===== src/rtl/sdram_port_arbiter.sv =====
// Two-requester arbiter in front of one Avalon-MM SDRAM master port; grants whole transactions.
// Optional starvation override for port B is compiled in with `define SDRAM_ARB_STARVE_EN.
module sdram_port_arbiter #(
  parameter int ADDR_W       = 25,
  parameter int DATA_W       = 16,
  parameter int BURST_W      = 4,
  parameter int STARVE_LIMIT = 64
) (
  input  logic                clk_clk,
  input  logic                reset_reset,
  input  logic [ADDR_W-1:0]   a_address,
  input  logic                a_read,
  input  logic                a_write,
  input  logic [DATA_W-1:0]   a_writedata,
  input  logic [DATA_W/8-1:0] a_byteenable,
  input  logic [BURST_W-1:0]  a_burstcount,
  output logic                a_waitrequest,
  output logic [DATA_W-1:0]   a_readdata,
  output logic                a_readdatavalid,
  input  logic [ADDR_W-1:0]   b_address,
  input  logic                b_read,
  input  logic                b_write,
  input  logic [DATA_W-1:0]   b_writedata,
  input  logic [DATA_W/8-1:0] b_byteenable,
  input  logic [BURST_W-1:0]  b_burstcount,
  output logic                b_waitrequest,
  output logic [DATA_W-1:0]   b_readdata,
  output logic                b_readdatavalid,
  output logic [ADDR_W-1:0]   m_address,
  output logic                m_read,
  output logic                m_write,
  output logic [DATA_W-1:0]   m_writedata,
  output logic [DATA_W/8-1:0] m_byteenable,
  output logic [BURST_W-1:0]  m_burstcount,
  input  logic                m_waitrequest,
  input  logic [DATA_W-1:0]   m_readdata,
  input  logic                m_readdatavalid,
  output logic [1:0]          grant_o,
  output logic [1:0]          dbg_state
);

  typedef enum logic [1:0] {IDLE = 2'd0, OWN_A = 2'd1, OWN_B = 2'd2, DRAIN = 2'd3} state_t;

  state_t               state, state_nxt;
  logic                 owner_b, owner_b_nxt;
  logic [BURST_W-1:0]   wr_cnt, wr_cnt_nxt, wr_len, wr_len_nxt, rd_rem, rd_rem_nxt;
  logic [BURST_W-1:0]   bc_eff, len_cur, wr_cnt_inc;
  logic                 a_req, b_req, sel_b, active, wr_accept, rd_accept, starve_win;

  // Handshake: a command transfers on a cycle where m_read/m_write is high and
  // m_waitrequest is low; requesters see the owner's waitrequest, others stall.
  assign a_req     = a_read | a_write;
  assign b_req     = b_read | b_write;
  assign sel_b     = (state == OWN_B);
  assign active    = (state == OWN_A) || (state == OWN_B);
  assign dbg_state = state;

  assign m_address    = sel_b ? b_address    : a_address;
  assign m_writedata  = sel_b ? b_writedata  : a_writedata;
  assign m_byteenable = sel_b ? b_byteenable : a_byteenable;
  assign m_burstcount = sel_b ? b_burstcount : a_burstcount;
  assign m_read       = active & (sel_b ? b_read  : a_read);
  assign m_write      = active & (sel_b ? b_write : a_write);
  assign wr_accept    = m_write & ~m_waitrequest;
  assign rd_accept    = m_read & ~m_write & ~m_waitrequest;

  assign a_waitrequest   = (state == OWN_A) ? m_waitrequest : 1'b1;
  assign b_waitrequest   = (state == OWN_B) ? m_waitrequest : 1'b1;
  assign a_readdata      = m_readdata;
  assign b_readdata      = m_readdata;
  // Beats are routed to the transaction owner only; anything seen in IDLE is dropped.
  assign a_readdatavalid = m_readdatavalid &
                           (((state == DRAIN) & ~owner_b) | ((state == OWN_A) & rd_accept));
  assign b_readdatavalid = m_readdatavalid &
                           (((state == DRAIN) & owner_b) | ((state == OWN_B) & rd_accept));

  always_comb begin
    grant_o = 2'b00;
    case (state)
      OWN_A:   grant_o = 2'b01;
      OWN_B:   grant_o = 2'b10;
      DRAIN:   grant_o = owner_b ? 2'b10 : 2'b01;
      default: grant_o = 2'b00;
    endcase
  end

`ifdef SDRAM_ARB_STARVE_EN
  localparam logic [7:0] STARVE_MAX = 8'(STARVE_LIMIT);
  logic [7:0] starve_cnt;

  always_ff @(posedge clk_clk or posedge reset_reset) begin
    if (reset_reset)
      starve_cnt <= 8'd0;
    else if (state_nxt == OWN_B && state != OWN_B)
      starve_cnt <= 8'd0;
    else if (b_req && grant_o != 2'b10 && starve_cnt < STARVE_MAX)
      starve_cnt <= starve_cnt + 8'd1;
  end

  assign starve_win = b_req & (starve_cnt >= STARVE_MAX);
`else
  // Strict A priority; the limit only matters when the override is compiled in.
  assign starve_win = (STARVE_LIMIT < 0);
`endif

  always_comb begin
    state_nxt   = state;
    owner_b_nxt = owner_b;
    wr_cnt_nxt  = wr_cnt;
    wr_len_nxt  = wr_len;
    rd_rem_nxt  = rd_rem;
    bc_eff      = (m_burstcount == '0) ? BURST_W'(1) : m_burstcount;
    len_cur     = (wr_cnt == '0) ? bc_eff : wr_len;
    wr_cnt_inc  = wr_cnt + BURST_W'(1);
    case (state)
      IDLE: begin
        wr_cnt_nxt = '0;
        if (starve_win) begin
          state_nxt   = OWN_B;
          owner_b_nxt = 1'b1;
        end else if (a_req) begin
          state_nxt   = OWN_A;
          owner_b_nxt = 1'b0;
        end else if (b_req) begin
          state_nxt   = OWN_B;
          owner_b_nxt = 1'b1;
        end
      end
      OWN_A, OWN_B: begin
        if (wr_accept) begin
          wr_len_nxt = len_cur;
          if (wr_cnt_inc == len_cur) begin
            state_nxt  = IDLE;
            wr_cnt_nxt = '0;
          end else begin
            wr_cnt_nxt = wr_cnt_inc;
          end
        end else if (rd_accept) begin
          // A beat returning in the accept cycle already counts toward the burst.
          if (m_readdatavalid && bc_eff == BURST_W'(1)) begin
            state_nxt  = IDLE;
            rd_rem_nxt = '0;
          end else begin
            state_nxt  = DRAIN;
            rd_rem_nxt = m_readdatavalid ? bc_eff - BURST_W'(1) : bc_eff;
          end
        end
      end
      DRAIN: begin
        if (m_readdatavalid) begin
          rd_rem_nxt = rd_rem - BURST_W'(1);
          if (rd_rem == BURST_W'(1)) state_nxt = IDLE;
        end
      end
      default: state_nxt = IDLE;
    endcase
  end

  always_ff @(posedge clk_clk or posedge reset_reset) begin
    if (reset_reset) begin
      state   <= IDLE;
      owner_b <= 1'b0;
      wr_cnt  <= '0;
      wr_len  <= '0;
      rd_rem  <= '0;
    end else begin
      state   <= state_nxt;
      owner_b <= owner_b_nxt;
      wr_cnt  <= wr_cnt_nxt;
      wr_len  <= wr_len_nxt;
      rd_rem  <= rd_rem_nxt;
    end
  end

endmodule


===== config.mk =====
export PLATFORM = sky130hd
export DESIGN_NAME = sdram_port_arbiter
export DESIGN_NICKNAME = d
export VERILOG_FILES = /design/src/rtl/sdram_port_arbiter.sv
export SDC_FILE = /design/constraint.sdc
export NUM_CORES = 1
export LEC_CHECK = 0
export ABC_CLOCK_PERIOD_IN_PS = 2600
export CORE_ASPECT_RATIO = 1.1
export CORE_MARGIN = 4
export CORE_UTILIZATION = 28
export DETAILED_ROUTE_END_ITERATION = 10
export PLACE_DENSITY_LB_ADDON = 0.12
export SLEW_MARGIN = 5
export SYNTH_ARGS = -nofsm -noshare
export SYNTH_HDL_FRONTEND = slang
export SYNTH_SLANG_ARGS = --single-unit
export TNS_END_PERCENT = 1

===== constraint.sdc =====
create_clock -name clk_clk -period 2.6 [get_ports clk_clk]
set_input_delay 0.52 -clock clk_clk [delete_from_list [all_inputs] [get_ports clk_clk]]
set_output_delay 0.52 -clock clk_clk [all_outputs]
set_load 0.02 [all_outputs]

Yosys cells after proc, flatten, opt, wreduce, memory -nomap -nowiden. Cells that the tools add are included.

Bits of input ports: 118. Bits in latches: 0. Word-level logic and storage cells: 86. Output and inout bits: 89. Memories kept: 0. Flip-flop bits (word level): 15. Bits in writable memories: 0. Memory bits (read-only): 0.

Add/subtract/negate cells: 3. $mul: 0. Multiplexer cells: 32. Bitwise operators: 18. Equal/unequal tests: 14. Order comparisons: 0. Shifts and indexed selects: 0. Reductions and logical operators: 14. Divide/modulo/power cells: 0.

Operator list (number): two-way mux 4 bit (10); two-way mux 25 bit (1); two-way mux 2 bit (10); two-way mux 16 bit (1); one-hot mux 4 bit (2 select lines) (2); one-hot mux 2 bit (3 select lines) (2); AND 1 bit (11); != test 3 bit (second input constant) (3); == test 4 x 1 -> 1 bit (second input constant) (2); zero test 4 bit (2); != test 2 bit (second input constant) (4); subtractor 4 x 1 -> 4 bit (second input constant) (2); two-way mux 1 bit (6); AND reduction 2 bit (3); nonzero test 2 bit (3); AND reduction 5 bit (1); adder 4 x 1 -> 4 bit (second input constant) (1); == test 2 bit (second input constant) (2); == test 4 bit (1); bitwise OR 1 bit (4); AND reduction 4 bit (1); inverter 1 bit (3); == test 2 x 1 -> 1 bit (second input constant) (1); zero test 2 bit (1); other kinds (4) (4).

Logic depth before layout (Yosys ltp). Gate-level depths: netlist of the first run.

Depth in word-level cells: 10. Depth in mapped cells: 12. Depth with buffers taken out: 11.

Worst setup path before layout of the first run. Ideal clock, no wire load.

Path type: reg-to-reg. From: reg state[0] (netlist: dbg_state[0]). To: reg state[0] (netlist: dbg_state[0]). Clock period less this slack: 2704 ps. Path slack: -104 ps. Required time: 2472 ps. Setup time: 128 ps. Arrival: 2577 ps. Cell stages (with the launch flop): 10. Cell sequence: dfrtp_1 inv_1 ha_1 buf_6 mux2_4 or4_4 o211ai_2 a41oi_4 nor2_2 mux2_1.

Word-level cells in the longest chain between the ends: 10. Elaborated cells on any way between the ends: 31.

Ends and longest elaborated chain: start, declared (line 44) `state_t state, state_nxt;`; start signal, assigned (line 167) `state <= state_nxt;`; == test 2 bit (*) (line 54) `assign sel_b = (state == OWN_B);`; two-way mux 4 bit (*) (line 61) `assign m_burstcount = sel_b ? b_burstcount : a_burstcount;`; net m_burstcount[0] (line 34) `output logic [BURST_W-1:0] m_burstcount,`; zero test 4 bit (line 112) `bc_eff = (m_burstcount == '0) ? BURST_W'(1) : m_burstcount;`; two-way mux 4 bit (*) (line 112); == test 4 x 1 -> 1 bit (line 140) `if (m_readdatavalid && bc_eff == BURST_W'(1)) begin`; logical AND 1 bit (line 140); two-way mux 2 bit (line 140); two-way mux 2 bit (line 138) `end else if (rd_accept) begin`; two-way mux 2 bit (line 130) `if (wr_accept) begin`; one-hot mux 2 bit (3 select lines) (line 115) `case (state)`.

The timed path passes the listed nets; every way through them passes the cells marked *. The select of a mux whose other input is x is not followed. A chain may end at the register's enable or synchronous reset.

Final worst setup path of the first run.
From: reg state[0] (netlist: dbg_state[0]). To: reg state[0] (netlist: dbg_state[0]).

Word-level cells in the longest chain between the ends: 10. Elaborated cells on any way between the ends: 31.

Ends and longest elaborated chain (line): == test 2 bit (54, 55, 115); two-way mux 4 bit (61); zero test 4 bit (112); two-way mux 4 bit (112); == test 4 x 1 -> 1 bit (140); logical AND 1 bit (140); two-way mux 2 bit (140); two-way mux 2 bit (138); two-way mux 2 bit (130); one-hot mux 2 bit (3 select lines) (115).

Several ways; a longest one is shown, not always the timed one. The select of a mux whose other input is x is not followed.

==> results.sh, run 1 <==
export IMPL_status="completed"
export IMPL_nFillCells=727
export IMPL_synth_edf_count=0
export IMPL_nets=523
export IMPL_slowest_delay_ps=500
export IMPL_worst_r2r_setup_slack_ps=50
export IMPL_ys_types=51
export IMPL_critPathMaxFanout=5
export IMPL_dp_hpwl_um=7144
export IMPL_ys_seq_elements=15
export IMPL_multiInputGateArea_um2=1501
export IMPL_regArea_um2=376.6
export IMPL_worst_slew_pin_slew_ps=657.1
export IMPL_syn_to_final_growth_pct=82.74
export IMPL_wirelength_um=8596
export IMPL_hold_violations=0
export IMPL_fin_crit_sh=0.9812
export IMPL_grt_pass1_vias=2455
export IMPL_dr_pass1_iters=6
export IMPL_crit_slowest_cell="or4_4"
export IMPL_grt_antenna_before_repair=0
export IMPL_slew_viol_final=0
export IMPL_diodes=0
export IMPL_cts_tree="done"
export IMPL_fin_ws_ps=48.83
export IMPL_design_die_area_um2=9188
export IMPL_yosysWarnings=0
export IMPL_synth_yosys_seq_area_share=0.1737
export IMPL_fp_dieW_um=91.76
export IMPL_rsz0062_at_grt="true"
export IMPL_overflow=0
export IMPL_core_area_um2=7473
export IMPL_cp_required_ps=2730
export IMPL_final_cell_area_um2=3949
export IMPL_grt_pass1_wl_um=12950
export IMPL_timing_final_crit_period_ps=2551
export IMPL_cp_start_kind="flip-flop"
export IMPL_cts_sinks=15
export IMPL_finClkSkew_ps=5.128
export IMPL_fmax_mhz=392.0
export IMPL_finalSetupTns_ps=0
export IMPL_drive_gt1_frac=0.2817
export IMPL_boundaryPins=207
export IMPL_clkTransAtPathRegs_ps=70
export IMPL_start_util=0.2891
export IMPL_first_iter_violations=51
export IMPL_cts_made_buffers=3
export IMPL_routed_via_density=4.645
export IMPL_finalPower_mw=4.048
export IMPL_crit_top_cell="mux2_4"
export IMPL_fp_row_count=33
export IMPL_postRouteAntennaNets=0
export IMPL_cp_cell_sequence="inv_4 -> ha_4 -> buf_8 -> mux2_4 -> or4_4 -> o211ai_4 -> a41oi_4 -> nor2_2 -> mux2_4"
export IMPL_cts_hold_buffers_added=0
export IMPL_hold_path_class="reg2reg"
export IMPL_h_tree_depth=1
export IMPL_globalplace_congestion=0.7958
export IMPL_worst_setup_path_end_kind="flip-flop"
export IMPL_relSlewSlack=0.5614
export IMPL_maxCapViolCount=0
export IMPL_synth_fp_nets=367
export IMPL_via_count=2318
export IMPL_leakage_nw=1.674
export IMPL_drc=0
export IMPL_setup_viol=0
export IMPL_avgSynthCellArea_um2=9.041
export IMPL_grt_start_max_net_pins=45
export IMPL_port_buffers=158
export IMPL_cts_buffer_depth=2
export IMPL_placed_area_um2=3826
export IMPL_die_h_um=100.1
export IMPL_powerDensity_nw_per_um2=1025
export IMPL_synthFlopType="dfrtp_1"
export IMPL_synth_cells=239
export IMPL_crit_type="reg2reg"
export IMPL_fin_hold_ws_ps=516.2
export IMPL_peakVddDrop_uv=343.6
export IMPL_clk_latency_ps=250
export IMPL_synthArstFlopShare=1.000
export IMPL_cts_root_buf="clkbuf_8"
export IMPL_netlist_area_um2=2161
export IMPL_cp_arrival_ps=2680
export IMPL_dp_slack_ps=-383.3
export IMPL_grt_usage=0.1773
export IMPL_avgRoutedWirePerCell_um=17.23
-- layer usage --
layer  up-vias  wire length [um]  track usage
met3        10              1018      0.08921
li1       1129                 -            -
met1      1057              3041       0.1833
met2       122              4446       0.3260
met4         0                90      0.03086
met5         -                 0            0
-- logic make-up after synthesis --
group | count (synthesis) | synth area share
buffers and inverters | 54 | 0.1598
and+or+nand+nor | 63 | 0.1633
AOI/OAI and AO/OA | 37 | 0.1332
muxes | 54 | 0.2878
xor gates and xnor gates | 6 | 0.02432
adders and majority gates | 10 | 0.05790
DFF | 15 | 0.1737
-- power breakdown --
part	switching, mW	internal (mW)	total (mW)
clock	0.0908	0.106	0.197
combinational	1.66	1.73	3.39
sequential	0.112	0.348	0.460
-- path summary, 6_finish.rpt --
path | startpoint | to | cells after the start
min | rd_rem[1] | rd_rem[1] | 2
max | dbg_state[0] | dbg_state[0] | 9
min reg2reg | rd_rem[1] | rd_rem[1] | 2
max reg2reg | dbg_state[0] | dbg_state[0] | 9
min in group asynchronous | reset_reset | owner_b | 2
max in group asynchronous | reset_reset | dbg_state[0] | 2
-- flip-flops by register name, indices dropped and copies added (netlist names) --
| signal | count |
|---|---|
| wr_cnt | 4 |
| rd_rem | 4 |
| owner_b | 1 |
| wr_len | 4 |
| dbg_state | 2 |
-- Yosys cell counts (2+ instances only) --
master / count / area [um2]
nor4_1: 4 / 25.02
o21a_1: 2 / 15.01
nand2_1: 10 / 37.54
clkbuf_1: 8 / 30.03
buf_6: 3 / 33.78
nand2b_1: 5 / 31.28
inv_1: 11 / 41.29
nand3_1: 4 / 20.02
a22o_1: 2 / 17.52
xor2_1: 3 / 26.28
nor2_1: 13 / 48.80
nor3_1: 5 / 25.02
dfrtp_1: 15 / 375.4
a221o_1: 2 / 20.02
ha_1: 10 / 125.1
xnor2_1: 3 / 26.28
o21ai_0: 9 / 45.04
mux2_2: 46 / 518.0
nor2b_1: 10 / 62.56
buf_4: 32 / 240.2
mux2_4: 2 / 30.03
mux2i_1: 4 / 40.04
or3_1: 2 / 12.51
a21oi_1: 7 / 35.03
-- timing repair --
action,CTS,global route
pin swaps,0,4
endpoints found under the setup margin,50,55
setup buffers,0,2
resized for setup,57,15
cloned,0,2
-- metrics by stage --
stage	util	cells
after floorplan	-	239
after global placement	0.5120	491
after detailed placement	0.5120	491
after CTS	0.5113	495
after global routing	0.5284	499
final	0.5284	499
-- cells in the final DEF, fill, tap and decap left out, drive strengths merged, types with 2 or more instances in the layout --
cell / Yosys / routed
a21oi: 7 / 7
a221o: 2 / 2
a22o: 2 / 2
a41oi: 2 / 2
buf: 35 / 37
clkbuf: 8 / 5
clkdlybuf4s50: 0 / 108
dfrtp: 15 / 15
dlygate4sd2: 0 / 46
ha: 10 / 10
inv: 11 / 11
mux2: 49 / 49
mux2i: 5 / 5
nand2: 10 / 10
nand2b: 5 / 5
nand3: 4 / 4
nor2: 14 / 14
nor2b: 10 / 10
nor3: 5 / 5
nor3b: 2 / 2
nor4: 4 / 4
o21a: 2 / 2
o21ai: 9 / 9
o221ai: 2 / 2
or3: 2 / 2
xnor2: 3 / 3
xor2: 3 / 3
-- worst max-delay path: cells and delay by family, from the launching register on --
| family | cells | cell delay (ps) |
|---|---|---|
| AO/OA/AOI/OAI | 2 | 280 |
| buffers and inverters | 2 | 210 |
| flip-flops | 1 | 420 |
| adder cells (fa/ha/maj) | 1 | 180 |
| AND/OR/NAND/NOR | 2 | 700 |
| multiplexers | 2 | 650 |
-- final cells by class --
type,instances,share of cell area
Tap cell,105,0.03327
Sequential cell,15,0.09537
Inverter,11,0.01109
Clock buffer,3,0.01046
Timing Repair Buffer,194,0.4683
Clock inverter,1,0.001267
Multi-Input combinational cell,170,0.3802
(Power assumes the default switching activity.)
==> run 2: changes to the inputs <==
--- a/config.mk
+++ b/config.mk
@@ -9,6 +9,7 @@
 export CORE_ASPECT_RATIO = 1.1
 export CORE_MARGIN = 4
 export CORE_UTILIZATION = 28
+export CTS_CLUSTER_DIAMETER = 30
 export DETAILED_ROUTE_END_ITERATION = 10
 export PLACE_DENSITY_LB_ADDON = 0.12
 export SLEW_MARGIN = 5
==> results of run 2 <==
The final DEF is identical to that of run 1; final timing and power are the same.
==> run 3: changes to the inputs <==
--- a/config.mk
+++ b/config.mk
@@ -7,7 +7,7 @@
 export LEC_CHECK = 0
 export ABC_CLOCK_PERIOD_IN_PS = 2600
 export CORE_ASPECT_RATIO = 1.1
-export CORE_MARGIN = 4
+export CORE_MARGIN = 2
 export CORE_UTILIZATION = 28
 export CTS_CLUSTER_DIAMETER = 30
 export DETAILED_ROUTE_END_ITERATION = 10
==> results.sh, run 3 (synthesis gave the netlist of run 1 again) <==
export IMPL_core_area_um2=7473
export IMPL_slew_viol_final=0
export IMPL_overflow=0
export IMPL_crit_slowest_cell="or4_4"
export IMPL_hold_path_class="reg2reg"
export IMPL_dr_pass1_iters=4
export IMPL_postRouteAntennaNets=0
export IMPL_nets=524
export IMPL_crit_type="reg2reg"
export IMPL_finClkSkew_ps=6.043
export IMPL_fp_row_count=33
export IMPL_dp_slack_ps=-256.1
export IMPL_syn_to_final_growth_pct=81.07
export IMPL_clkTransAtPathRegs_ps=70
export IMPL_regArea_um2=376.6
export IMPL_powerDensity_nw_per_um2=1002
export IMPL_grt_pass1_vias=2254
export IMPL_fp_dieW_um=87.76
export IMPL_rr_startpoint="dbg_state[0]"
export IMPL_fin_ws_ps=58.58
export IMPL_r2r_cells=10
export IMPL_grt_start_max_net_pins=37
export IMPL_cts_buffer_depth=2
export IMPL_critPathMaxFanout=7
export IMPL_grt_pass1_wl_um=11410
export IMPL_slowest_delay_ps=540
export IMPL_fmax_mhz=393.5
export IMPL_final_common_cell="clkdlybuf4s50_1"
export IMPL_largest_registers="rd_rem: 4 flops, wr_cnt: 4 flops, wr_len: 4 flops"
export IMPL_layout_common_cells="clkdlybuf4s50_1, mux2_2, dlygate4sd2_1, buf_4, dfrtp_1"
export IMPL_drc=0
export IMPL_holdPathStages=2
export IMPL_wirelength_um=7784
export IMPL_h_tree_depth=1
export IMPL_boundaryPins=207
export IMPL_fin_crit_sh=0.9775
export IMPL_dp_hpwl_um=6588
export IMPL_worst_setup_path_end_kind="flip-flop"
export IMPL_grt_antenna_before_repair=0
export IMPL_cp_start_kind="flip-flop"
export IMPL_clk_latency_ps=250
export IMPL_dp_cells=493
export IMPL_die_h_um=96.14
export IMPL_port_buffers=158
export IMPL_cts_root_buf="clkbuf_8"
export IMPL_crit_end="wr_cnt[3]"
export IMPL_timing_final_crit_period_ps=2541
export IMPL_setup_viol=0
export IMPL_grt_usage=0.1732
export IMPL_final_cell_area_um2=3913
export IMPL_avgRoutedWirePerCell_um=15.57
export IMPL_hold_violations=0
export IMPL_cts_tree="done"
export IMPL_relSlewSlack=0.5639
export IMPL_final_instance_count_excl_fill=500
export IMPL_first_iter_violations=57
export IMPL_via_count=2265
export IMPL_nFillCells=729
export IMPL_routed_via_density=4.530
export IMPL_cp_cell_sequence="inv_4 -> ha_4 -> buf_8 -> mux2_4 -> or4_4 -> o211ai_4 -> a41oi_4 -> buf_12 -> a21o_1 -> a22o_1"
export IMPL_cts_sinks=15
export IMPL_cp_required_ps=2740
export IMPL_leakage_nw=1.665
export IMPL_multiInputGateArea_um2=1489
export IMPL_globalplace_congestion=0.7928
export IMPL_worst_r2r_setup_slack_ps=60
export IMPL_start_util=0.2891
export IMPL_diodes=0
export IMPL_drive_gt1_frac=0.2785
export IMPL_cp_arrival_ps=2680
export IMPL_crit_start="dbg_state[0]"
export IMPL_placed_area_um2=3841
export IMPL_rsz0062_at_grt="true"
export IMPL_worst_slew_pin_slew_ps=653.4
export IMPL_status="completed"
export IMPL_maxCapViolCount=0
export IMPL_peakVddDrop_uv=331.1
export IMPL_design_die_area_um2=8437
export IMPL_cts_made_buffers=3
export IMPL_r2r_end="wr_cnt[3]"
## run 3: cell types whose count changed in the layout (fill, tap and decap cells not counted), moves of 2 or more
cell and change:
mux2i_1 +2, buf_12 +2, mux2i_2 -2, clkbuf_16 -2
## run 3: report_power, final
part / switching (mW) / internal [mW] / total [mW]
registers: 0.109 / 0.348 / 0.457
clock network: 0.0959 / 0.106 / 0.202
logic: 1.60 / 1.67 / 3.26
## run 3: repair_timing
item                                    in CTS  in global routing
gates resized for setup                     55                 11
endpoints found under the setup margin      51                 36
buffers inserted                             0                  3
pin swaps                                    1                  4
hold buffers                                 0                  0
## run 3: worst min-delay path by stage
| stage | from | to |
|---|---|---|
| 3_5_place_dp | rd_rem[1] | rd_rem[1] |
| 3_3_place_gp | rd_rem[1] | rd_rem[1] |
| 2_1_floorplan | reset_reset | dbg_state[1] |
| 5_1_grt | rd_rem[1] | rd_rem[1] |
| 6_report | rd_rem[1] | rd_rem[1] |
| 4_1_cts | rd_rem[1] | rd_rem[1] |
## run 3: cell type report
class	count	area share
sequential	15	0.09626
clock buffer	3	0.01055
tap	105	0.03358
inverter	11	0.01119
clock inverter	1	0.001279
multi-input combinational	170	0.3806
timing repair buffer	195	0.4666
## run 3: worst max-delay path: cells and delay by family, from the launching register on
family | cells | cell delay, ps
buffers and inverters | 3 | 380
multiplexers | 1 | 330
flip-flops | 1 | 430
AO/OA/AOI/OAI | 4 | 600
adder cells (fa/ha/maj) | 1 | 160
AND/OR/NAND/NOR | 1 | 540
## run 3: stage by stage
stage | util | power (mW) | TNS [ps] | hold WS, ps
after floorplan | - | 2.462 | 0 | 421.4
after global placement | 0.5140 | 3.735 | -659.9 | 501.8
after detailed placement | 0.5140 | 3.760 | -1123 | 509.1
after CTS | 0.5115 | 3.801 | -39.61 | 525.7
after global routing | 0.5235 | 4.218 | -21.85 | 545.5
final | 0.5235 | 3.921 | 0 | 523.0
## run 3: routing by layer
metal  vias to the layer above  GRT usage  wire length, um
li1                       1135          -                -
met1                      1025     0.1891             2890
met2                       103     0.3176             4044
met3                         2    0.07890              835
met4                         0    0.01538               13
met5                         -          0                0
